--- config.mk ---
export PLATFORM = sky130hd
export DESIGN_NAME = parity_frame_rx_flat
export DESIGN_NICKNAME = d
export VERILOG_FILES = /design/src/rtl/parity_frame_rx_if.sv /design/src/rtl/parity_frame_rx.sv /design/src/flat_wrapper.sv
export SDC_FILE = /design/constraint.sdc
export NUM_CORES = 1
export LEC_CHECK = 0
export BUFFER_PORTS_ARGS = -buffer_cell sky130_fd_sc_hd__buf_2
export CORE_ASPECT_RATIO = 1.25
export CORE_MARGIN = 2
export CORE_UTILIZATION = 59
export CTS_CLUSTER_SIZE = 24
export DETAILED_ROUTE_END_ITERATION = 8
export GPL_ROUTABILITY_DRIVEN = 0
export MAX_ROUTING_LAYER = met4
export PLACE_DENSITY = 0.81
export SYNTH_ARGS = -nofsm -noshare
export SYNTH_HDL_FRONTEND = slang
export SYNTH_SLANG_ARGS = --single-unit
--- constraint.sdc ---
create_clock -name clk -period 2.62 [get_ports clk]
set_input_delay 0.524 -clock clk [delete_from_list [all_inputs] [get_ports clk]]
set_output_delay 0.524 -clock clk [all_outputs]
set_load 0.05 [all_outputs]
--- src/rtl/parity_frame_rx_if.sv ---
`default_nettype none
// ============================================================================
//  Module   : parity_frame_rx_if
//  Purpose  : Bundles the serial input strobe/bit and the decoded frame
//             results of the parity frame receiver.
//  Signals  : rx_en, rx_bit            - bit strobe and serial line (to rx)
//             data_out[WIDTH-1:0]      - last received data word
//             valid                    - one-cycle frame-complete pulse
//             parity_err, frame_err    - error status of the last frame
//             all_ones, all_zero       - reduction flags of the last word
//             busy                     - receiver is inside a frame
//  Modports : master - line driver / result consumer
//             slave  - the receiver
//  Revision : 1.0 - initial release
// ============================================================================
interface parity_frame_rx_if #(
    parameter int WIDTH = 8
);
    logic             rx_en;
    logic             rx_bit;
    logic [WIDTH-1:0] data_out;
    logic             valid;
    logic             parity_err;
    logic             frame_err;
    logic             all_ones;
    logic             all_zero;
    logic             busy;

    modport master (
        output rx_en, rx_bit,
        input  data_out, valid, parity_err, frame_err, all_ones, all_zero, busy
    );

    modport slave (
        input  rx_en, rx_bit,
        output data_out, valid, parity_err, frame_err, all_ones, all_zero, busy
    );
endinterface
`default_nettype wire

--- src/rtl/parity_frame_rx.sv ---
`default_nettype none
// ============================================================================
//  Module   : parity_frame_rx
//  Purpose  : Receiving end of a parity-protected serial link. Deserialises
//             start / WIDTH data bits (LSB first) / parity / stop, folding
//             reduction XOR, AND and OR into 1-bit accumulators as bits
//             arrive, and publishes the frame result in one registered update.
//  Ports    : clk   - rising-edge clock
//             rst_n - asynchronous active-low reset
//             bus   - parity_frame_rx_if.slave (strobe/bit in, results out)
//  Revision : 1.0 - initial release
// ============================================================================
module parity_frame_rx #(
    parameter int WIDTH      = 8,
    parameter int ODD_PARITY = 0
) (
    input  wire logic         clk,
    input  wire logic         rst_n,
    parity_frame_rx_if.slave  bus
);

    // Counter holds 0..WIDTH so it never wraps inside a frame.
    localparam int                 c_CNT_W = $clog2(WIDTH + 1);
    localparam logic [c_CNT_W-1:0] c_LAST  = c_CNT_W'(WIDTH - 1);
    localparam logic               c_ODD   = (ODD_PARITY != 0);

    localparam logic [1:0] c_IDLE   = 2'd0;
    localparam logic [1:0] c_DATA   = 2'd1;
    localparam logic [1:0] c_PARITY = 2'd2;
    localparam logic [1:0] c_STOP   = 2'd3;

    logic [1:0]         r_state;
    logic [c_CNT_W-1:0] r_cnt;
    logic [WIDTH-1:0]   r_shift;
    logic               r_acc_xor;
    logic               r_acc_and;
    logic               r_acc_or;
    logic               r_pbit_err;

    logic [WIDTH-1:0]   r_data_out;
    logic               r_valid;
    logic               r_parity_err;
    logic               r_frame_err;
    logic               r_all_ones;
    logic               r_all_zero;

    logic [WIDTH-1:0]   w_shift_next;

    // Right shift with the new bit entering at the MSB: after WIDTH strobes
    // the first bit received sits in bit 0. A 1-bit word has nothing to keep.
    generate
        if (WIDTH == 1) begin : g_shift_w1
            assign w_shift_next = bus.rx_bit;
        end else begin : g_shift_wn
            assign w_shift_next = {bus.rx_bit, r_shift[WIDTH-1:1]};
        end
    endgenerate

    always_ff @(posedge clk or negedge rst_n) begin
        if (!rst_n) begin
            r_state      <= c_IDLE;
            r_cnt        <= '0;
            r_shift      <= '0;
            r_acc_xor    <= 1'b0;
            r_acc_and    <= 1'b0;
            r_acc_or     <= 1'b0;
            r_pbit_err   <= 1'b0;
            r_data_out   <= '0;
            r_valid      <= 1'b0;
            r_parity_err <= 1'b0;
            r_frame_err  <= 1'b0;
            r_all_ones   <= 1'b0;
            r_all_zero   <= 1'b0;
        end else begin
            r_valid <= 1'b0;
            if (bus.rx_en) begin
                case (r_state)
                    c_IDLE: begin
                        if (!bus.rx_bit) begin
                            r_state   <= c_DATA;
                            r_cnt     <= '0;
                            r_acc_xor <= 1'b0;
                            r_acc_and <= 1'b1;
                            r_acc_or  <= 1'b0;
                        end
                    end
                    c_DATA: begin
                        r_shift   <= w_shift_next;
                        r_acc_xor <= r_acc_xor ^ bus.rx_bit;
                        r_acc_and <= r_acc_and & bus.rx_bit;
                        r_acc_or  <= r_acc_or | bus.rx_bit;
                        r_cnt     <= r_cnt + c_CNT_W'(1);
                        if (r_cnt == c_LAST) begin
                            r_state <= c_PARITY;
                        end
                    end
                    c_PARITY: begin
                        r_pbit_err <= r_acc_xor ^ bus.rx_bit ^ c_ODD;
                        r_state    <= c_STOP;
                    end
                    c_STOP: begin
                        // A bad stop bit still publishes the frame, flagged.
                        r_data_out   <= r_shift;
                        r_parity_err <= r_pbit_err;
                        r_frame_err  <= ~bus.rx_bit;
                        r_all_ones   <= r_acc_and;
                        r_all_zero   <= ~r_acc_or;
                        r_valid      <= 1'b1;
                        r_state      <= c_IDLE;
                    end
                    default: begin
                        r_state <= c_IDLE;
                    end
                endcase
            end
        end
    end

    assign bus.data_out   = r_data_out;
    assign bus.valid      = r_valid;
    assign bus.parity_err = r_parity_err;
    assign bus.frame_err  = r_frame_err;
    assign bus.all_ones   = r_all_ones;
    assign bus.all_zero   = r_all_zero;
    assign bus.busy       = (r_state != c_IDLE);

endmodule
`default_nettype wire

--- src/flat_wrapper.sv ---
// flat-port wrapper written by rule: the top's interface ports become plain ports
module parity_frame_rx_flat 
#(
    parameter int WIDTH      = 8,
    parameter int ODD_PARITY = 0
)
  (clk, rst_n, bus_rx_en, bus_rx_bit, bus_data_out, bus_valid, bus_parity_err, bus_frame_err, bus_all_ones, bus_all_zero, bus_busy);
  parity_frame_rx_if #(.WIDTH(WIDTH)) bus_i ();
  input  wire logic clk;
  input  wire logic rst_n;
  input wire logic [$bits(bus_i.rx_en)-1:0] bus_rx_en;
  input wire logic [$bits(bus_i.rx_bit)-1:0] bus_rx_bit;
  output wire logic [$bits(bus_i.data_out)-1:0] bus_data_out;
  output wire logic [$bits(bus_i.valid)-1:0] bus_valid;
  output wire logic [$bits(bus_i.parity_err)-1:0] bus_parity_err;
  output wire logic [$bits(bus_i.frame_err)-1:0] bus_frame_err;
  output wire logic [$bits(bus_i.all_ones)-1:0] bus_all_ones;
  output wire logic [$bits(bus_i.all_zero)-1:0] bus_all_zero;
  output wire logic [$bits(bus_i.busy)-1:0] bus_busy;
  assign bus_i.rx_en = bus_rx_en;
  assign bus_i.rx_bit = bus_rx_bit;
  assign bus_data_out = bus_i.data_out;
  assign bus_valid = bus_i.valid;
  assign bus_parity_err = bus_i.parity_err;
  assign bus_frame_err = bus_i.frame_err;
  assign bus_all_ones = bus_i.all_ones;
  assign bus_all_zero = bus_i.all_zero;
  assign bus_busy = bus_i.busy;
  parity_frame_rx #(.WIDTH(WIDTH), .ODD_PARITY(ODD_PARITY)) u_core (.clk(clk), .rst_n(rst_n), .bus(bus_i));
endmodule
# Word level (Yosys, flattened, before mapping)
# Cells that the tools add are included.
# totals
input_bits	4
register_bits	31
mem_bits_rw	0
latch_bits	0
romBits	0
mem_count	0
# op_classes
div	0
mux	12
n_lt_le_gt_ge	0
n_eq_ne	6
bitwise	5
add_sub_neg	1
shift	0
reduce_logical	8
multipliers	0
# op_table
operator	count
$pmux 2 s4	1
$pmux 4 s2	1
$pmux 1 s2	3
$reduce_and 2->1	3
$reduce_and 3->1	2
$add 4x1->4 const B	1
$eq 2x2->1 const B	2
$eq 4x3->1 const B	1
$mux 1	4
$mux 2	2
$mux 4	1
$reduce_bool 2->1	2
$eq 2x1->1 const B	1
$logic_not 2->1	1
$ne 2x1->1 const B	1
$ne 2x2->1 const B	1
$not 1->1	2
$and 1x1->1	1
$or 1x1->1	1
$xor 1x1->1	1

# Depth between registers and ports, before layout
# depth
word_depth	3
mapped_depth	6
ltp_nobuf	5

# Worst setup path after synthesis
# Ideal clock, no wire load.
# synth_timing
kind	register to output
start	reg u_core.r_state[0]
end	out bus_busy
path_slack_ns	1.067
n_path_buf	0
arrival_ns	1.029
required_ns	2.096
stages_incl_launch_ff	4
cell_sequence	dfrtp_1 -> inv_1 -> ha_1 -> inv_1
# synth_via
elab_chain_len	1
# synth_rtl
element	line	rtl
start, declared	parity_frame_rx.sv:32	logic [1:0] r_state;
start signal, assigned	parity_frame_rx.sv:61	r_state <= c_IDLE;
start signal, assigned	parity_frame_rx.sv:80	r_state <= c_DATA;
start signal, assigned	parity_frame_rx.sv:94	r_state <= c_PARITY;
$reduce_bool 2->1	parity_frame_rx.sv:125	assign bus.busy = (r_state != c_IDLE);
end, declared	flat_wrapper.sv:19	output wire logic [$bits(bus_i.busy)-1:0] bus_busy;
# Every way passes these cells.

# Worst setup path in the final report
# Ends and elaborated chain as after synthesis.

==> qor.yml <==
drt_iter0_markers: 4
first_pass_iters: 3
grt_max_degree: 32
reg2regPathDepth: 4
finalHoldViolCount: 0
fmax_mhz: 509
syn_inst: 106
initial_utilization: 0.616
skew_ps: 4.75
drive_gt1_frac: 0.328
via_count: 844
cts_root_buf: "clkbuf_4"
ys_types: 29
seqPwrFrac: 0.407
rows: 19
hold_class: "in2async"
status: "finished clean"
crit_slowest_cell: "dfrtp_1"
antenna_found_initial: 0
tns_ps: 0
r2r-start: "u_core.r_state[1]"
cts_made_buffers: 5
htreeDepth: 2
ys_ff_latch: 31
ys_top_cells_by_area: "dfrtp_1 58%, mux2_2 13%, ha_1 4.6%"
power_frac_clock: 0.131
vias_per_cell: 5.31
dieArea_mm2: 0.00268
hpwl_mm: 1.51
slew_viol_final: 0
post-route-period-util: 0.750
postCtsSetupBuffers: 0
grt.total_usage: 0.201
setup_violations: 0
required_ps: 2100
swShare: 0.442
rsz0062_at_grt: "false"
die_h_um: 57.4
critPathMaxFanout: 8
coreArea_mm2: 0.00219
wl_per_cell_um: 13.2
end_kind: "primary output"
diodes: 0
drt_wl_total_mm: 2.10
max_stage_delay_ps: 410
route.detailed.drc: 0
r2r_slack_ps: 890
start_kind: "flop"
timing.rr.end: "u_core.r_shift[4]"
syn_nets: 115
grt-ovfl-total: 0
grt_pass1_vias: 852
combPwrFrac: 0.462
worstPathArrival_ps: 1440
maxSlewHeadroom: 0.573
yosysSeqAreaShare: 0.576
clkTransAtPathRegs_ps: 90
crit_type: "reg2out"
path_cells: "inv_1 > ha_1 > inv_1 > buf_2"
cts_hold_buf: 0
total_power_uw: 1950
p_leak_uw: 0.000751
io-pin-count: 18
vdd_drop_max_mv: 0.736
syn_avg_cell_area_um2: 12.7
die_width_um: 46.7
worst_pin_slew_ps: 641
power_density_mw_per_mm2: 1300
fin_crit_ps: 1970
layout_commonest_cell: "dfrtp_1"
area_growth_pct: 11.3
synth_top_area_share: 0.576
clock_latency_ps: 330
cts_sinks: 31
synth_top_area_cell: "dfrtp_1"
final_cell_mix: "31 x dfrtp_1, 17 x buf_2, 16 x mux2_2"
p_switching_uw: 859
nets: 136
post_cts_resized: 0
cts_tree: "done"
cts_buffer_depth: 2
cpMostUsedCell: "inv_1"
ys_warn_count: 0
portBuffers: 17
p_int_uw: 1090
grt_pass1_wl_mm: 3.62
drtAntennaViolNets: 0
drv_cap: 0
synthesis.area_mm2: 0.00135
[worst max-delay path: cells and delay by family, from the launching register on]
kind	cells	cell delay, ps
flops	1	410
buf+inv	3	380
fa+ha+maj	1	330
[metrics by stage]
step / worst slack (ps) / hold WS [ps] / instance area, um2 / util / std cells
after floorplan: 1070 / 228 / 1350 / - / 106
after global placement: 976 / 456 / 1450 / 0.663 / 151
after detailed placement: 903 / 465 / 1450 / 0.663 / 151
after CTS: 627 / 222 / 1500 / 0.686 / 159
after global routing: 514 / 270 / 1500 / 0.686 / 159
final: 654 / 206 / 1500 / 0.686 / 159
[layer usage]
metal,up-vias,part of all wire,GRT usage
li1,414,-,-
met3,5,0.039,0.0759
met4,0,0.026,0.0833
met5,-,0,-
met2,17,0.52,0.325
met1,408,0.41,0.216
[cell type report]
class	count	area, um2
sequential	31	776
fill	185	687
multi-input combinational	65	524
timing repair buffer	17	85.1
clock buffer	7	45.0
tap	31	38.8
inverter	7	26.3
clock inverter	1	5.00
[worst max-delay path by stage]
stage                                 start                 to  slack [ps]  cells after the start
after floorplan           u_core.r_state[0]           bus_busy        1070                      3
after global placement    u_core.r_state[1]  u_core.r_shift[5]         980                      4
after detailed placement  u_core.r_state[1]  u_core.r_shift[4]         900                      4
after CTS                 u_core.r_state[0]           bus_busy         630                      4
after global routing      u_core.r_state[1]           bus_busy         510                      4
final                     u_core.r_state[0]           bus_busy         650                      4
[sequential cells by signal (all words and copies together) (netlist names)]
name	flops
u_core.bus.data_out	8
u_core.r_shift	8
u_core.r_cnt	4
u_core.r_state	2
u_core.bus.all_ones	1
u_core.bus.all_zero	1
u_core.bus.frame_err	1
u_core.bus.parity_err	1
u_core.bus.valid	1
u_core.r_acc_and	1
u_core.r_acc_or	1
u_core.r_acc_xor	1
u_core.r_pbit_err	1
[Yosys cell counts (all sizes together)]
master and n:
nand3 1, nor4b 1, a21o 1, a211o 1, inv 7, xnor2 1
a22o 1, a32oi 1, nor2 2, mux2 17, a21boi 1, a21bo 1
a32o 1, nor3b 1, nand2 9, nand2b 2, nand3b 3, o21ai 8
dfrtp 31, a31oi 1, a2bb2oi 1, buf 3, mux2i 1, a21oi 5
ha 5
[cell families after synthesis]
family / share of synthesized area
xor+xnor: 0.00650
simple gates: 0.0743
mux: 0.149
flops: 0.576
buf+inv: 0.0353
fa+ha+maj: 0.0464
compound gates: 0.112
[power by group through the flow]
stage                     sequential [uW]  combinational (uW)  clock (uW)
final                                 792                 899         255
after detailed placement              802                 909           0
after global placement                794                 879           0
after CTS                             794                 909         268
after floorplan                      1070                 443           0
after global routing                  821                 976         286
Power figures use the tool's default switching activity.
